$ cat config.mk
export PLATFORM = sky130hd
export DESIGN_NAME = pipe_stage_reg
export DESIGN_NICKNAME = d
export VERILOG_FILES = /design/src/rtl/pipe_stage_reg.sv
export SDC_FILE = /design/constraint.sdc
export NUM_CORES = 1
export LEC_CHECK = 0
export CORE_MARGIN = 8
export CORE_UTILIZATION = 40
export CTS_CLUSTER_DIAMETER = 120
export DETAILED_ROUTE_END_ITERATION = 10
export GPL_TIMING_DRIVEN = 0
export HOLD_SLACK_MARGIN = 0.1
export PLACE_DENSITY_LB_ADDON = 0.3
export SLEW_MARGIN = 20
export SYNTH_ARGS = -nofsm -noshare
export SYNTH_HDL_FRONTEND = slang
export SYNTH_SLANG_ARGS = --single-unit
$ cat constraint.sdc
create_clock -name clk -period 3.12 [get_ports clk]
set_clock_uncertainty 0.1 [all_clocks]
set_input_delay 0.936 -clock clk [delete_from_list [all_inputs] [get_ports clk]]
set_output_delay 0.936 -clock clk [all_outputs]
set_load 0.01 [all_outputs]
$ cat src/rtl/pipe_stage_reg.sv
// Inter-stage pipeline register with flush/hold/bubble/load modes and
// saturating bubble/flush event counters for CP0 performance debug.
module pipe_stage_reg #(
   parameter int                 DATA_W    = 128,
   parameter logic [DATA_W-1:0]  KEEP_MASK = {DATA_W{1'b0}},
   parameter int                 CNT_W     = 16
) (
   input  logic              clk,
   input  logic              rst,
   input  logic              flush,
   input  logic              hold,
   input  logic              bubble,
   input  logic              d_valid,
   input  logic [DATA_W-1:0] d_data,
   input  logic              cnt_clr,
   output logic              q_valid,
   output logic              q_bubble,
   output logic [DATA_W-1:0] q_data,
   output logic [CNT_W-1:0]  bubble_cnt,
   output logic [CNT_W-1:0]  flush_cnt
);

   localparam logic [CNT_W-1:0] CNT_MAX = {CNT_W{1'b1}};

   logic [DATA_W-1:0] data_q, data_d;
   logic              valid_q, valid_d;
   logic              bub_q, bub_d;
   logic [CNT_W-1:0]  bcnt_q, bcnt_d;
   logic [CNT_W-1:0]  fcnt_q, fcnt_d;
   logic              do_flush, do_bubble;

   // hold masks bubble, flush masks everything
   assign do_flush  = flush;
   assign do_bubble = !flush && !hold && bubble;

   always_comb begin
      data_d  = data_q;
      valid_d = valid_q;
      bub_d   = bub_q;
      if (flush) begin
         data_d  = '0;
         valid_d = 1'b0;
         bub_d   = 1'b0;
      end else if (hold) begin
         data_d  = data_q;
      end else if (bubble) begin
         data_d  = d_data & KEEP_MASK;
         valid_d = 1'b0;
         bub_d   = 1'b1;
      end else begin
         data_d  = d_data;
         valid_d = d_valid;
         bub_d   = 1'b0;
      end
   end

   always_comb begin
      bcnt_d = bcnt_q;
      fcnt_d = fcnt_q;
      if (cnt_clr) begin
         bcnt_d = '0;
         fcnt_d = '0;
      end else begin
         if (do_bubble && bcnt_q != CNT_MAX) bcnt_d = bcnt_q + 1'b1;
         if (do_flush  && fcnt_q != CNT_MAX) fcnt_d = fcnt_q + 1'b1;
      end
   end

   always_ff @(posedge clk) begin
      if (!rst) begin
         data_q  <= '0;
         valid_q <= 1'b0;
         bub_q   <= 1'b0;
         bcnt_q  <= '0;
         fcnt_q  <= '0;
      end else begin
         data_q  <= data_d;
         valid_q <= valid_d;
         bub_q   <= bub_d;
         bcnt_q  <= bcnt_d;
         fcnt_q  <= fcnt_d;
      end
   end

   assign q_data     = data_q;
   assign q_valid    = valid_q;
   assign q_bubble   = bub_q;
   assign bubble_cnt = bcnt_q;
   assign flush_cnt  = fcnt_q;

endmodule

==> flow_summary.html <==
<table>
<tr><th>Metric</th><th>Value</th></tr>
<tr><th colspan="2">Logic synthesis</th></tr>
<tr><td>Netlist cell types</td><td>38</td></tr>
<tr><td>Leading post-synthesis cells by instance count</td><td>sky130_fd_sc_hd__dfxtp_1 (162), sky130_fd_sc_hd__nor2_1 (134), sky130_fd_sc_hd__a22oi_1 (129), sky130_fd_sc_hd__clkbuf_1 (49), sky130_fd_sc_hd__a21oi_1 (22)</td></tr>
<tr><td>Mean area per synthesized cell</td><td>9.37 um^2</td></tr>
<tr><td>Async set or reset register ratio after synthesis</td><td>0%</td></tr>
<tr><td>Dominant synthesized flop cell</td><td>sky130_fd_sc_hd__dfxtp_1</td></tr>
<tr><td>Sequential share of the synthesized area</td><td>54.8%</td></tr>
<tr><td>Most common cell in the netlist</td><td>sky130_fd_sc_hd__dfxtp_1</td></tr>
<tr><td>Share of the synthesized area in the top cell type</td><td>54.8%</td></tr>
<tr><td>Number of nets produced by synthesis</td><td>769</td></tr>
<tr><td>Post-Syn Instances</td><td>632</td></tr>
<tr><td>Number of warning messages in the yosys log</td><td>0</td></tr>
<tr><td>Number of synthesized register bits</td><td>162</td></tr>
<tr><td>Cell accounting for the most synthesized area</td><td>sky130_fd_sc_hd__dfxtp_1</td></tr>
<tr><td>Cell types occupying the most area after synthesis</td><td>sky130_fd_sc_hd__dfxtp_1 (55%), sky130_fd_sc_hd__a22oi_1 (16%), sky130_fd_sc_hd__nor2_1 (8.5%)</td></tr>
<tr><td>Number of synthesized flops with an enable pin</td><td>0</td></tr>
<tr><td>Syn Std Cell Area</td><td>5920 um^2</td></tr>
<tr><th colspan="2">Place</th></tr>
<tr><td>Pre-CTS worst setup slack</td><td>-0.316 ns</td></tr>
<tr><td>Global placement routability congestion</td><td>0.859</td></tr>
<tr><td>Number of cells in the design after placement</td><td>1,111</td></tr>
<tr><td>Area after detailed placement</td><td>9100 um^2</td></tr>
<tr><td>Total half-perimeter wirelength after legalization and detailed placement</td><td>16,700 um</td></tr>
<tr><td>IO Port Bufs</td><td>295</td></tr>
<tr><th colspan="2">Layout</th></tr>
<tr><td>Final design instance area without fill</td><td>9700 um^2</td></tr>
<tr><td>Count of inserted antenna diode cells</td><td>0</td></tr>
<tr><td>Count of nets after finishing</td><td>1,082</td></tr>
<tr><td>Count of non-filler cells in the finished layout</td><td>1,142</td></tr>
<tr><td>Area growth, synth to finish</td><td>63.9%</td></tr>
<tr><td>Fraction of layout instances using a drive strength above 1</td><td>3.44%</td></tr>
<tr><th colspan="2">Power</th></tr>
<tr><td>Net Sw Power</td><td>1.03 mW</td></tr>
<tr><td>VDD IR-drop max</td><td>0.334 mV</td></tr>
<tr><td>Combinational share of power</td><td>9.7%</td></tr>
<tr><td>Share of total power consumed by net switching</td><td>21.9%</td></tr>
<tr><td>Static leakage power</td><td>3.30 nW</td></tr>
<tr><td>Fraction of power consumed by sequential logic</td><td>45.0%</td></tr>
<tr><td>Cell-internal power</td><td>3.69 mW</td></tr>
<tr><td>Clock share of power</td><td>45.4%</td></tr>
<tr><td>Power density over the cells</td><td>487 nW/um^2</td></tr>
<tr><th colspan="2">STA</th></tr>
<tr><td>Worst-margin pin slew</td><td>0.699 ns</td></tr>
<tr><td>Max_slew headroom</td><td>53.0%</td></tr>
<tr><td>Worst hold margin</td><td>0.404 ns</td></tr>
<tr><td>Final number of hold-violating endpoints</td><td>0</td></tr>
<tr><td>Maximum clock frequency</td><td>362 MHz</td></tr>
<tr><td>Final setup violation count</td><td>0</td></tr>
<tr><td>Period utilisation layout</td><td>88.6%</td></tr>
<tr><td>Min Tclk post-route</td><td>2.76 ns</td></tr>
<tr><td>RSZ-0062 raised after global routing</td><td>no</td></tr>
<tr><td>Max-slew violation total from the final report</td><td>0</td></tr>
<tr><td>Worst path setup slack after routing</td><td>0.356 ns</td></tr>
<tr><th colspan="2">Route</th></tr>
<tr><td>Met2 WL</td><td>10,600 um</td></tr>
<tr><td>Routed wire length</td><td>21,900 um</td></tr>
<tr><td>TritonRoute pass-1 iters</td><td>5</td></tr>
<tr><td>Routed vias/inst</td><td>5.35</td></tr>
<tr><td>Violation count after the first detailed-routing iteration</td><td>388</td></tr>
<tr><td>DRT met1 WL</td><td>8220 um</td></tr>
<tr><td>Post-DR wirelength/cell</td><td>19.1 um</td></tr>
<tr><td>DRC</td><td>0</td></tr>
<tr><td>Metal3 WL</td><td>2600 um</td></tr>
<tr><td>Post-DRT Antenna Nets</td><td>0</td></tr>
<tr><td>Highest metal layer with signal wires</td><td>met5</td></tr>
<tr><td>Via total after detailed routing</td><td>6,112</td></tr>
<tr><th colspan="2">Floorplanning</th></tr>
<tr><td>Vertical extent of the die</td><td>138 um</td></tr>
<tr><td>Die width</td><td>138 um</td></tr>
<tr><td>Area of the die</td><td>18,900 um^2</td></tr>
<tr><td>Std cell rows</td><td>44</td></tr>
<tr><td>Number of I/O pins</td><td>297</td></tr>
<tr><td>Starting density of the core</td><td>40.9%</td></tr>
<tr><td>Core Box Area</td><td>14,500 um^2</td></tr>
<tr><th colspan="2">Worst setup path</th></tr>
<tr><td>Number of buffer and inverter instances along the worst setup path</td><td>4</td></tr>
<tr><td>Type of destination of the critical path</td><td>flip-flop</td></tr>
<tr><td>Data arrival time of the critical path</td><td>2.95 ns</td></tr>
<tr><td>Crit path max-delay family</td><td>buffers and inverters</td></tr>
<tr><td>Largest driver fanout on the critical path</td><td>13</td></tr>
<tr><td>Crit path max-delay cell type</td><td>sky130_fd_sc_hd__clkdlybuf4s50_1</td></tr>
<tr><td>Most prevalent standard cell on the critical path</td><td>sky130_fd_sc_hd__clkbuf_1</td></tr>
<tr><td>Critical setup path kind</td><td>input pin to flip-flop</td></tr>
<tr><td>Critical Path, Cell by Cell</td><td>clkdlybuf4s50_1, inv_1, clkbuf_1, nand2_1, clkbuf_1, nor2_1</td></tr>
<tr><td>Startpoint type of the worst setup path</td><td>input pin</td></tr>
<tr><td>Critical Path Max Stage Delay</td><td>0.59 ns</td></tr>
<tr><td>Required time worst endpoint</td><td>3.30 ns</td></tr>
<tr><th colspan="2">Clocking</th></tr>
<tr><td>Clock-pin transition on the worst setup and hold timing paths</td><td>0.06 ns</td></tr>
<tr><td>Number of levels in the clock H-tree</td><td>4</td></tr>
<tr><td>Buffer type at the clock tree root</td><td>sky130_fd_sc_hd__clkbuf_16</td></tr>
<tr><td>Setup fix buffers added after clock tree synthesis</td><td>0</td></tr>
<tr><td>TritonCTS clock tree</td><td>yes</td></tr>
<tr><td>Sink Count</td><td>162</td></tr>
<tr><td>Total of hold buffers inserted after clock tree synthesis</td><td>0</td></tr>
<tr><td>Clk Latency, worst-skew pair</td><td>0.42 ns</td></tr>
<tr><td>Clock buffer depth</td><td>2</td></tr>
<tr><td>Number of buffers inserted during clock tree synthesis</td><td>17</td></tr>
<tr><td># resized after CTS</td><td>0</td></tr>
<tr><th colspan="2">GRT</th></tr>
<tr><td>Remaining Overflow, GRT</td><td>0</td></tr>
<tr><td>Global-route wire length before repair</td><td>32,700 um</td></tr>
<tr><td>Vias in the first global route</td><td>5,950</td></tr>
<tr><td>Global Route Usage Sum</td><td>22.5%</td></tr>
<tr><td>Number of antenna violations at the first check in global routing</td><td>1</td></tr>
<tr><td>Largest net degree at the start of global routing</td><td>17</td></tr>
<tr><th colspan="2">Run</th></tr>
<tr><td>Number of violations of the max-capacitance limit</td><td>0</td></tr>
<tr><th colspan="2">Outcome</th></tr>
<tr><td>Outcome</td><td>completed</td></tr>
<tr><th colspan="2">Hold path</th></tr>
<tr><td>Type of the most critical hold path</td><td>flip-flop to flip-flop</td></tr>
</table>
cells in the final DEF, fill, tap and decap left out, types with 5 or more instances in the layout:
cell type	instances
sky130_fd_sc_hd__clkdlybuf4s50_1	295
sky130_fd_sc_hd__dfxtp_1	162
sky130_fd_sc_hd__nor2_1	134
sky130_fd_sc_hd__a22oi_1	129
sky130_fd_sc_hd__clkbuf_1	51
sky130_fd_sc_hd__a21oi_1	22
sky130_fd_sc_hd__clkbuf_16	17
sky130_fd_sc_hd__nand2_1	16
sky130_fd_sc_hd__or4_1	14
sky130_fd_sc_hd__nand3_1	12
sky130_fd_sc_hd__o31ai_1	12
sky130_fd_sc_hd__o21ai_0	9
sky130_fd_sc_hd__nand4_1	8
sky130_fd_sc_hd__and4_1	7
sky130_fd_sc_hd__or3_1	7
sky130_fd_sc_hd__inv_1	5
sky130_fd_sc_hd__nand2b_1	5
sky130_fd_sc_hd__mux2i_1	5
power by group through the flow:
stage          Combinational, mW  Clock, mW  Sequential (mW)
2_1_floorplan              0.147          0             2.18
3_3_place_gp               0.454          0             2.17
3_5_place_dp               0.458          0             2.17
4_1_cts                    0.460       2.18             2.12
5_1_grt                    0.493       2.27             2.13
6_report                   0.456       2.14             2.12
sequential cells by signal, summed over array words and instances (netlist names):
register	count
bubble_cnt	16
flush_cnt	16
q_bubble	1
q_data	128
q_valid	1
tightest hold or removal path: stages (launching register included):
cell and delay [ns]:
sky130_fd_sc_hd__dfxtp_1 0.33, sky130_fd_sc_hd__mux2i_1 0.07, sky130_fd_sc_hd__nor2_1 0.07
stage by stage:
stage	power [mW]	setup TNS, ns	utilization [%]
floorplan	2.33	0	-
global placement	2.62	-17.21	62.9
detailed placement	2.63	-18.58	62.9
CTS	4.76	0	67.0
global route	4.89	0	67.0
finish	4.72	0	67.0
cells by family after synthesis:
family                     synth area share (%)
and+or+nand+nor                            17.4
adders and majority gates                 0.423
muxes                                     0.846
xor gates and xnor gates                  0.148
DFF                                        54.8
buffers and inverters                      3.87
AOI/OAI and AO/OA                          22.6
final cells by class:
| cell class | count | area, um^2 |
|---|---|---|
| Buffer | 51 | 206 |
| Clock buffer | 23 | 478 |
| Clock inverter | 9 | 128 |
| Fill cell | 1149 | 4770 |
| Inverter | 5 | 18.8 |
| Multi-Input combinational cell | 413 | 2450 |
| Sequential cell | 162 | 3240 |
| Tap cell | 184 | 230 |
| Timing Repair Buffer | 295 | 2950 |
per-layer routing:
metal / up-vias / GRT usage, %
li1: 2951 / -
met1: 2865 / 24.9
met2: 268 / 37.0
met3: 26 / 10.5
met4: 2 / 8.45
met5: - / 0
worst paths after layout:
path,endpoint,slack (ns),start,cells past startpoint
setup / recovery,q_data[28],0.36,flush,6
hold / removal,q_bubble,0.40,q_bubble,2
setup reg to reg,bubble_cnt[5],0.77,bubble_cnt[0],6
hold reg to reg,q_bubble,0.40,q_bubble,2
Note: power is estimated with default switching activity, not from simulation.
